===== src/rtl/uart_rx_engine.sv =====
// Oversampling UART receiver: 2-flop synchronizer, mid-bit aligned 2-of-3 majority
// sampling, optional parity, 1 or 2 stop bits, single-entry output holding register.
module uart_rx_engine #(
  parameter int WORD_LENGTH = 8,
  parameter int OVERSAMPLE  = 16,
  parameter int PARITY_EN   = 0,
  parameter int PARITY_ODD  = 0,
  parameter int STOP_BITS   = 1
) (
  input  logic                   clk,
  input  logic                   reset,
  input  logic                   SerialDataIn,
  output logic [WORD_LENGTH-1:0] rx_data,
  output logic                   rx_valid,
  input  logic                   rx_ready,
  output logic                   parity_err,
  output logic                   frame_err,
  output logic                   overrun_err,
  output logic                   busy,
  output logic [2:0]             state_dbg
);

  typedef enum logic [2:0] {
    IDLE      = 3'd0,
    START     = 3'd1,
    DATA      = 3'd2,
    PARITY    = 3'd3,
    STOP      = 3'd4,
    WAIT_IDLE = 3'd5
  } state_t;

  localparam int TW = $clog2(OVERSAMPLE);
  localparam int BW = 4;

  state_t                 state, state_n;
  logic [TW-1:0]          tick, tick_n;
  logic [BW-1:0]          bit_cnt, bit_n;
  logic [WORD_LENGTH-1:0] shreg, shreg_n;
  logic                   par_r, par_n;
  logic                   frm_r, frm_n;
  logic                   sync1, rxs, rxs_d1, rxs_d2;
  logic                   maj, done;
  logic                   tick_zero, tick_half, tick_last;

  // rxs_d2/rxs_d1 hold the line at ticks OVERSAMPLE-2/OVERSAMPLE-1 whenever tick is 0.
  always_ff @(posedge clk or negedge reset) begin
    if (!reset) begin
      sync1  <= 1'b1;
      rxs    <= 1'b1;
      rxs_d1 <= 1'b1;
      rxs_d2 <= 1'b1;
    end else begin
      sync1  <= SerialDataIn;
      rxs    <= sync1;
      rxs_d1 <= rxs;
      rxs_d2 <= rxs_d1;
    end
  end

  assign maj       = (rxs & rxs_d1) | (rxs & rxs_d2) | (rxs_d1 & rxs_d2);
  assign tick_zero = (tick == '0);
  assign tick_half = (tick == TW'(OVERSAMPLE / 2));
  assign tick_last = (tick == TW'(OVERSAMPLE - 1));

  always_ff @(posedge clk or negedge reset) begin
    if (!reset) begin
      state   <= IDLE;
      tick    <= '0;
      bit_cnt <= '0;
      shreg   <= '0;
      par_r   <= 1'b0;
      frm_r   <= 1'b0;
    end else begin
      state   <= state_n;
      tick    <= tick_n;
      bit_cnt <= bit_n;
      shreg   <= shreg_n;
      par_r   <= par_n;
      frm_r   <= frm_n;
    end
  end

  // In START, bit_cnt marks the phase: 0 = before the mid-bit re-check, 1 = after it.
  always_comb begin
    state_n = state;
    tick_n  = tick_last ? '0 : tick + TW'(1);
    bit_n   = bit_cnt;
    shreg_n = shreg;
    par_n   = par_r;
    frm_n   = frm_r;
    done    = 1'b0;
    case (state)
      IDLE: begin
        tick_n = '0;
        bit_n  = '0;
        if (!rxs) begin
          state_n = START;
          par_n   = 1'b0;
          frm_n   = 1'b0;
        end
      end
      START: begin
        if (bit_cnt == '0) begin
          if (tick_half) begin
            if (rxs) begin
              state_n = IDLE;
            end else begin
              tick_n = '0;
              bit_n  = BW'(1);
            end
          end
        end else if (tick_last) begin
          state_n = DATA;
          bit_n   = '0;
        end
      end
      DATA: begin
        if (tick_zero) begin
          shreg_n = {maj, shreg[WORD_LENGTH-1:1]};
          if (bit_cnt == BW'(WORD_LENGTH - 1)) begin
            bit_n   = '0;
            state_n = (PARITY_EN != 0) ? PARITY : STOP;
          end else begin
            bit_n = bit_cnt + BW'(1);
          end
        end
      end
      PARITY: begin
        if (tick_zero) begin
          par_n   = ((^shreg) ^ maj) != (PARITY_ODD != 0);
          state_n = STOP;
        end
      end
      STOP: begin
        if (tick_zero) begin
          frm_n = frm_r | ~maj;
          if (bit_cnt == BW'(STOP_BITS - 1)) begin
            done    = 1'b1;
            bit_n   = '0;
            state_n = (frm_r | ~maj) ? WAIT_IDLE : IDLE;
          end else begin
            bit_n = bit_cnt + BW'(1);
          end
        end
      end
      WAIT_IDLE: begin
        tick_n = '0;
        if (rxs) state_n = IDLE;
      end
      default: state_n = IDLE;
    endcase
  end

  // Handshake: a frame is transferred in a cycle with rx_valid=1 and rx_ready=1; the
  // holding register frees on that edge and may be refilled by a completion on the same
  // edge. A completion that finds the register full and not being drained is dropped.
  always_ff @(posedge clk or negedge reset) begin
    if (!reset) begin
      rx_data     <= '0;
      rx_valid    <= 1'b0;
      parity_err  <= 1'b0;
      frame_err   <= 1'b0;
      overrun_err <= 1'b0;
    end else begin
      if (done && (!rx_valid || rx_ready)) begin
        rx_data    <= shreg;
        parity_err <= par_r;
        frame_err  <= frm_n;
        rx_valid   <= 1'b1;
      end else if (rx_valid && rx_ready) begin
        rx_valid <= 1'b0;
      end
      if (done && rx_valid && !rx_ready) begin
        overrun_err <= 1'b1;
      end else if (rx_valid && rx_ready) begin
        overrun_err <= 1'b0;
      end
    end
  end

  assign busy      = (state != IDLE);
  assign state_dbg = state;

endmodule


===== config.mk =====
export PLATFORM = sky130hd
export DESIGN_NAME = uart_rx_engine
export DESIGN_NICKNAME = d
export VERILOG_FILES = /design/src/rtl/uart_rx_engine.sv
export SDC_FILE = /design/constraint.sdc
export NUM_CORES = 1
export LEC_CHECK = 0
export BUFFER_PORTS_ARGS = -buffer_cell sky130_fd_sc_hd__buf_2
export CAP_MARGIN = 30
export CORE_MARGIN = 4
export CORE_UTILIZATION = 48
export DETAILED_ROUTE_END_ITERATION = 6
export MAX_ROUTING_LAYER = met4
export PLACE_DENSITY_LB_ADDON = 0.08
export SKIP_LAST_GASP = 1
export SLEW_MARGIN = 20
export SYNTH_ARGS = -nofsm -noshare
export SYNTH_HDL_FRONTEND = slang
export SYNTH_SLANG_ARGS = --single-unit

===== constraint.sdc =====
create_clock -name clk -period 5.85 [get_ports clk]
set_input_delay 0.585 -clock clk [delete_from_list [all_inputs] [get_ports clk]]
set_output_delay 0.585 -clock clk [all_outputs]
set_load 0.01 [all_outputs]

==> impl_metrics.toml, run 1 <==
[synthesis]
syn_nets = 161
syn_inst = 153
yosys_register_bits = 37
yosysTopAreaCellShare = 0.4487
synth-edff-count = 0
yosysSeqAreaShare = 0.5058
yosysMostFrequentCell = "dfrtp_1"
syn_avg_cell_area_um2 = 12.03
yosys_warnings = 0
ys_types = 46
yosys-top-cells-area = "dfrtp_1 45%, mux2_2 11%, dfstp_2 5.7%, xnor2_1 3.8%, ha_1 2.7%"
synthArstFlopShare = 1.000
synth_ff_type = "dfrtp_1"
synth_commonest_cells = "33 x dfrtp_1, 18 x mux2_2, 8 x xnor2_1"
yosysTopAreaCell = "dfrtp_1"
synth_area_um2 = 1841

[sta]
tightest_slew_ps = 788.1
finalCriticalPeriod_ps = 2135
timing.hold.ws_ps = 365.4
fmax_mhz = 468.5
rsz0062_at_grt = "false"
setup_tns_ps = 0
drv_slew = 0
slew_headroom = 0.4746
post-route-period-util = 0.3649
hold_viol = 0
setup_viol = 0
clock-skew-final_ps = 3.834

[clock_tree]
cts.path.max_buffers = 2
clk_pin_slew_ps = 70
cts_made_buffers = 5
cts_root_buffer = "clkbuf_8"
h-tree-depth = 2
clk_latency_ps = 290
cts_repair_resize_count = 0
cts_sinks = 37
cts_tree = "built"
holdBufCountCts = 0
post_cts_buffers = 0

[setup_path]
cp-end-kind = "flop"
slowest_delay_ps = 420
cp_max_fo = 8
crit_type = "reg2reg"
path_cells = "inv_1 -> ha_1 -> nor3b_4 -> nand4_2 -> a221oi_4 -> o21ai_1 -> a22o_1"
required_ps = 6030
slowest_stage = "dfrtp_1"
cp-start-kind = "flop"
cp_data_arrival_time_ps = 2310

[cells_and_area]
multi_input_area_um2 = 870.8
finalNetCount = 184
areaGrowthSynthToFinish_pct = 13.80
fillCellCount = 333
fin_cells = 225
diodes = 0
drive_gt1_frac = 0.3277
area.sequential_um2 = 930.9

[global_routing]
grt_first_pass_wirelength_um = 6030
grt_pass1_vias = 1247
track_usage = 0.1582
gr-usage-met3 = 0.05036
grt_max_degree = 38
grtUsageMet1 = 0.1941
grt_overflow = 0
antenna_found_initial = 0
grt_use_met2 = 0.2550
grt_busiest_layer = "met2"

[placed_design]
place_hpwl_um = 2468
place_congestion = 0.9074
port_buffers = 19
placed_cells = 217

[route]
wl_per_cell_um = 14.92
antenna_left = 0
vias = 1264
finalWirelength_um = 3356
drt_iter0_markers = 117
drt_first_pass_iters = 4
viasPerCell = 5.618
drc = 0

[floorplanning]
die_w_um = 69.92
core_area_um2 = 3689
row_count = 22
die_height_um = 69.92
pin_count = 20
die-area_um2 = 4889
start_util = 0.4990

[power_and_ir_drop]
power_density_nw_per_um2 = 482.8
ir_drop_uv = 225.6
p_leak_nw = 0.9928

[run]
maxCapViolCount = 0

[run_status]
status = "completed"

[min_path]
hold_class = "in2async"
[cells in the final DEF (no fill, tap or decap), types with 3 or more instances in the layout]
cell type	n
nand3_1	4
dfrtp_1	33
inv_1	7
buf_2	19
dfstp_2	4
nor2_1	4
nand2b_1	3
mux2_2	18
a21oi_1	5
nor2b_1	4
ha_1	4
clkbuf_8	5
nand2_1	7
xnor2_1	8
o21ai_0	7
nor3_1	3
o21ai_1	5
[critical path: cells and delay by family (launching register included)]
| kind | cells | cell delay (ps) |
|---|---|---|
| AOI/OAI and AO/OA | 3 | 750 |
| adders and majority gates | 1 | 170 |
| buffers and inverters | 1 | 90 |
| DFF | 1 | 420 |
| and+or+nand+nor | 2 | 590 |
[through the flow]
step,power (mW),setup slack (ps),util,instance area [µm²]
floorplan,0.6968,3927,-,1841
global placement,0.7896,3812,0.5377,1983
detailed placement,0.7973,3727,0.5377,1983
CTS,1.022,3733,0.5678,2095
global route,1.091,3562,0.5678,2095
finish,1.011,3715,0.5678,2095
[power by group]
part / leakage [nW] / total (mW) / switching [mW] / internal, mW
Clock: 0.0554 / 0.220 / 0.0925 / 0.128
Combinational: 0.446 / 0.409 / 0.215 / 0.194
Sequential: 0.491 / 0.382 / 0.0747 / 0.307
Total: 0.993 / 1.01 / 0.382 / 0.629
[state kept, by name (all words and copies together), names as in the netlist]
name / flops
rx_data: 8
bit_cnt: 4
overrun_err: 1
rxs_d2: 1
tick: 4
state_dbg: 3
rxs_d1: 1
frame_err: 1
parity_err: 1
rx_valid: 1
shreg: 8
par_r: 1
frm_r: 1
sync1: 1
rxs: 1
[routing by layer]
layer,vias up,share of wire
met5,-,0
met4,0,0.0098
met3,5,0.035
met2,16,0.53
met1,636,0.43
li1,607,-
[kinds of logic after synthesis]
| logic type | synth area share |
|---|---|
| AND/OR/NAND/NOR | 0.1482 |
| multiplexers | 0.1292 |
| buffers and inverters | 0.02107 |
| flip-flops | 0.5058 |
| XOR/XNOR | 0.04283 |
| adder cells (fa/ha/maj) | 0.03263 |
| AO/OA/AOI/OAI | 0.1203 |
[worst paths after layout]
path | start | end | slack, ps | cells after the start
worst max-delay path | bit_cnt[0] | bit_cnt[2] | 3720 | 7
min in group clk | sync1 | rxs | 370 | 0
worst min register to register | sync1 | rxs | 370 | 0
max in group asynchronous | reset | bit_cnt[2] | 4970 | 1
worst min-delay path | reset | tick[0] | 370 | 1
worst max register to register | bit_cnt[0] | bit_cnt[2] | 3720 | 7
[cell type report]
cell class	instances	area share
clock buffers	6	0.03465
multi-input cells	106	0.4158
clock inverters	2	0.01852
flip-flops and latches	37	0.4444
inverters	7	0.01254
repair buffers	19	0.04540
well taps	48	0.02867
Power figures use the tool's default switching activity.
==> run 2, diff against run 1 <==
ABC_AREA = 1   (was default)
clock period = 2.2 ns   (was 5.85 ns; I/O delays follow)
==> impl_metrics.toml, run 2 <==
[run_status]
status = "completed"

[synthesis]
syn_nets = 267
yosysSeqAreaShare = 0.4665
yosysTopAreaCellShare = 0.4138
yosys-top-cells-area = "dfrtp_1 41%, nand2_1 17%, inv_1 6.0%, dfstp_2 5.3%, nor2_1 3.8%"
synth_commonest_cells = "88 x nand2_1, 33 x dfrtp_1, 32 x inv_1"
synth_compound_area_frac = 0.1216
synth-simple-area-share = 0.2922
syn_avg_cell_area_um2 = 7.705
synth_ff_type = "dfrtp_1"
synthMuxAreaShare = 0
ys_types = 27
yosysMostFrequentCell = "nand2_1"
synth-edff-count = 0
synth_top_family_by_area = "simple AND/OR/NAND/NOR gates"
yosysTopAreaCell = "dfrtp_1"
yosys_register_bits = 37
synth-xor-area-share = 0.004389
synthArstFlopShare = 1.000
synth_area_um2 = 1996
yosys_warnings = 0
syn_inst = 259
synthAdderAreaFrac = 0.02508

[route]
finalWirelength_um = 3700
antenna_left = 0
drc = 0
drt_iter0_markers = 97
viasPerCell = 4.958
drt_first_pass_iters = 4
wl_per_cell_um = 11.18
vias = 1641

[sta]
setup_viol = 0
tightest_slew_ps = 812.3
setup_tns_ps = 0
post-route-period-util = 0.8276
clock-skew-final_ps = 7.308
drv_slew = 0
slew_headroom = 0.4584
finalCriticalPeriod_ps = 1821
fmax_mhz = 549.2
hold_viol = 0
rsz0062_at_grt = "false"

[floorplanning]
die-area_um2 = 5253
start_util = 0.4989
core_area_um2 = 4000
row_count = 23
die_height_um = 72.48
pin_count = 20
die_w_um = 72.48

[cells_and_area]
fin_cells = 331
multi_input_area_um2 = 884.6
fillCellCount = 390
diodes = 0
largestRegisters = "rx_data x8, shreg x8"
final_common_cell = "nand2_1"
areaGrowthSynthToFinish_pct = 10.22
drive_gt1_frac = 0.1922
finalNetCount = 288
final_cell_mix = "88 x nand2_1, 33 x dfrtp_1, 32 x inv_1"
fin_area_um2 = 2200
area.sequential_um2 = 930.9

[setup_path]
cp-end-kind = "flop"
rrSetupSlack_ps = 380
crit_type = "reg2reg"
cp_data_arrival_time_ps = 1980
cp_max_fo = 20
required_ps = 2360
cp-start-kind = "flop"

[power_and_ir_drop]
power_density_nw_per_um2 = 1028
p_leak_nw = 1.147
ir_drop_uv = 443.0

[min_path]
hold_class = "in2async"

[clock_tree]
clk_pin_slew_ps = 70
holdBufCountCts = 0
cts_made_buffers = 5
cts_root_buffer = "clkbuf_8"
cts_tree = "built"
cts_repair_resize_count = 0
cts.path.max_buffers = 2
clk_latency_ps = 290
post_cts_buffers = 0
h-tree-depth = 2
cts_sinks = 37

[global_routing]
grt_pass1_vias = 1571
grt_overflow = 0
grt_max_degree = 38
track_usage = 0.1742
grt_first_pass_wirelength_um = 6934
antenna_found_initial = 0

[placed_design]
placed_cells = 323
place_area_um2 = 2110
place_congestion = 0.8942
place_hpwl_um = 2724
port_buffers = 19

[run]
maxCapViolCount = 0
[run 2: changes by cell type after synthesis, moves of 4 or more]
cell,delta
o21ai_1,+9
xnor2_1,-7
nor2_1,+16
nand2_2,+4
nand3_1,+8
nand2_1,+81
mux2_2,-18
nor2b_1,-4
inv_1,+25
o21ai_2,+8
[run 2: logic make-up (layout without fill, tap and decap cells)]
kind of cell / after synthesis / in the layout
AO/OA/AOI/OAI: 40 / 40
XOR/XNOR: 1 / 1
adder cells (fa/ha/maj): 4 / 4
buffers and inverters: 41 / 63
flip-flops: 37 / 37
AND/OR/NAND/NOR: 136 / 136
[run 2: path summary, 6_finish.rpt]
path	from	to	cells past startpoint
max reg2reg	bit_cnt[0]	rx_data[1]	7
min	reset	tick[0]	1
min reg2reg	sync1	rxs	0
min in group clk	SerialDataIn	sync1	1
max	bit_cnt[0]	rx_data[1]	7
max in group asynchronous	reset	bit_cnt[0]	1
[run 2: critical path: stages, from the launching register on]
cell and delay, ps:
dfrtp_1 420, inv_1 90, ha_1 160, nand3_1 210, nor3_2 270, nand2_2 310
nand2_1 170, o21ai_2 60
[run 2: routing by layer]
layer  up-vias  track usage  wire length, µm
li1        857            -                -
met2        37       0.2791             1768
met1       742       0.2093             1691
met3         5      0.04294              175
met5         -            -                0
met4         0      0.07377               65
[run 2: final cells by class]
| type | instances | share of cell area |
|---|---|---|
| inverters | 36 | 0.06200 |
| multi-input cells | 181 | 0.4022 |
| flip-flops and latches | 37 | 0.4232 |
| clock buffers | 8 | 0.04096 |
| repair buffers | 19 | 0.04323 |
| well taps | 50 | 0.02844 |
[run 2: per-stage QoR]
step           utilization  setup slack (ps)  power [mW]  hold WS, ps
3_3_place_gp        0.5274             425.3       1.804        325.3
4_1_cts             0.5499             367.6       2.297        19.41
2_1_floorplan            -             742.7       1.590       -75.59
3_5_place_dp        0.5274             379.4       1.808        326.7
6_report            0.5499             379.3       2.262        18.09
5_1_grt             0.5499             178.2       2.484        7.993
[run 2: power by group]
| group | switching, mW | total (mW) | internal [mW] |
|---|---|---|---|
| clock | 0.218 | 0.473 | 0.255 |
| combinational | 0.567 | 0.873 | 0.306 |
| sequential | 0.118 | 0.916 | 0.798 |
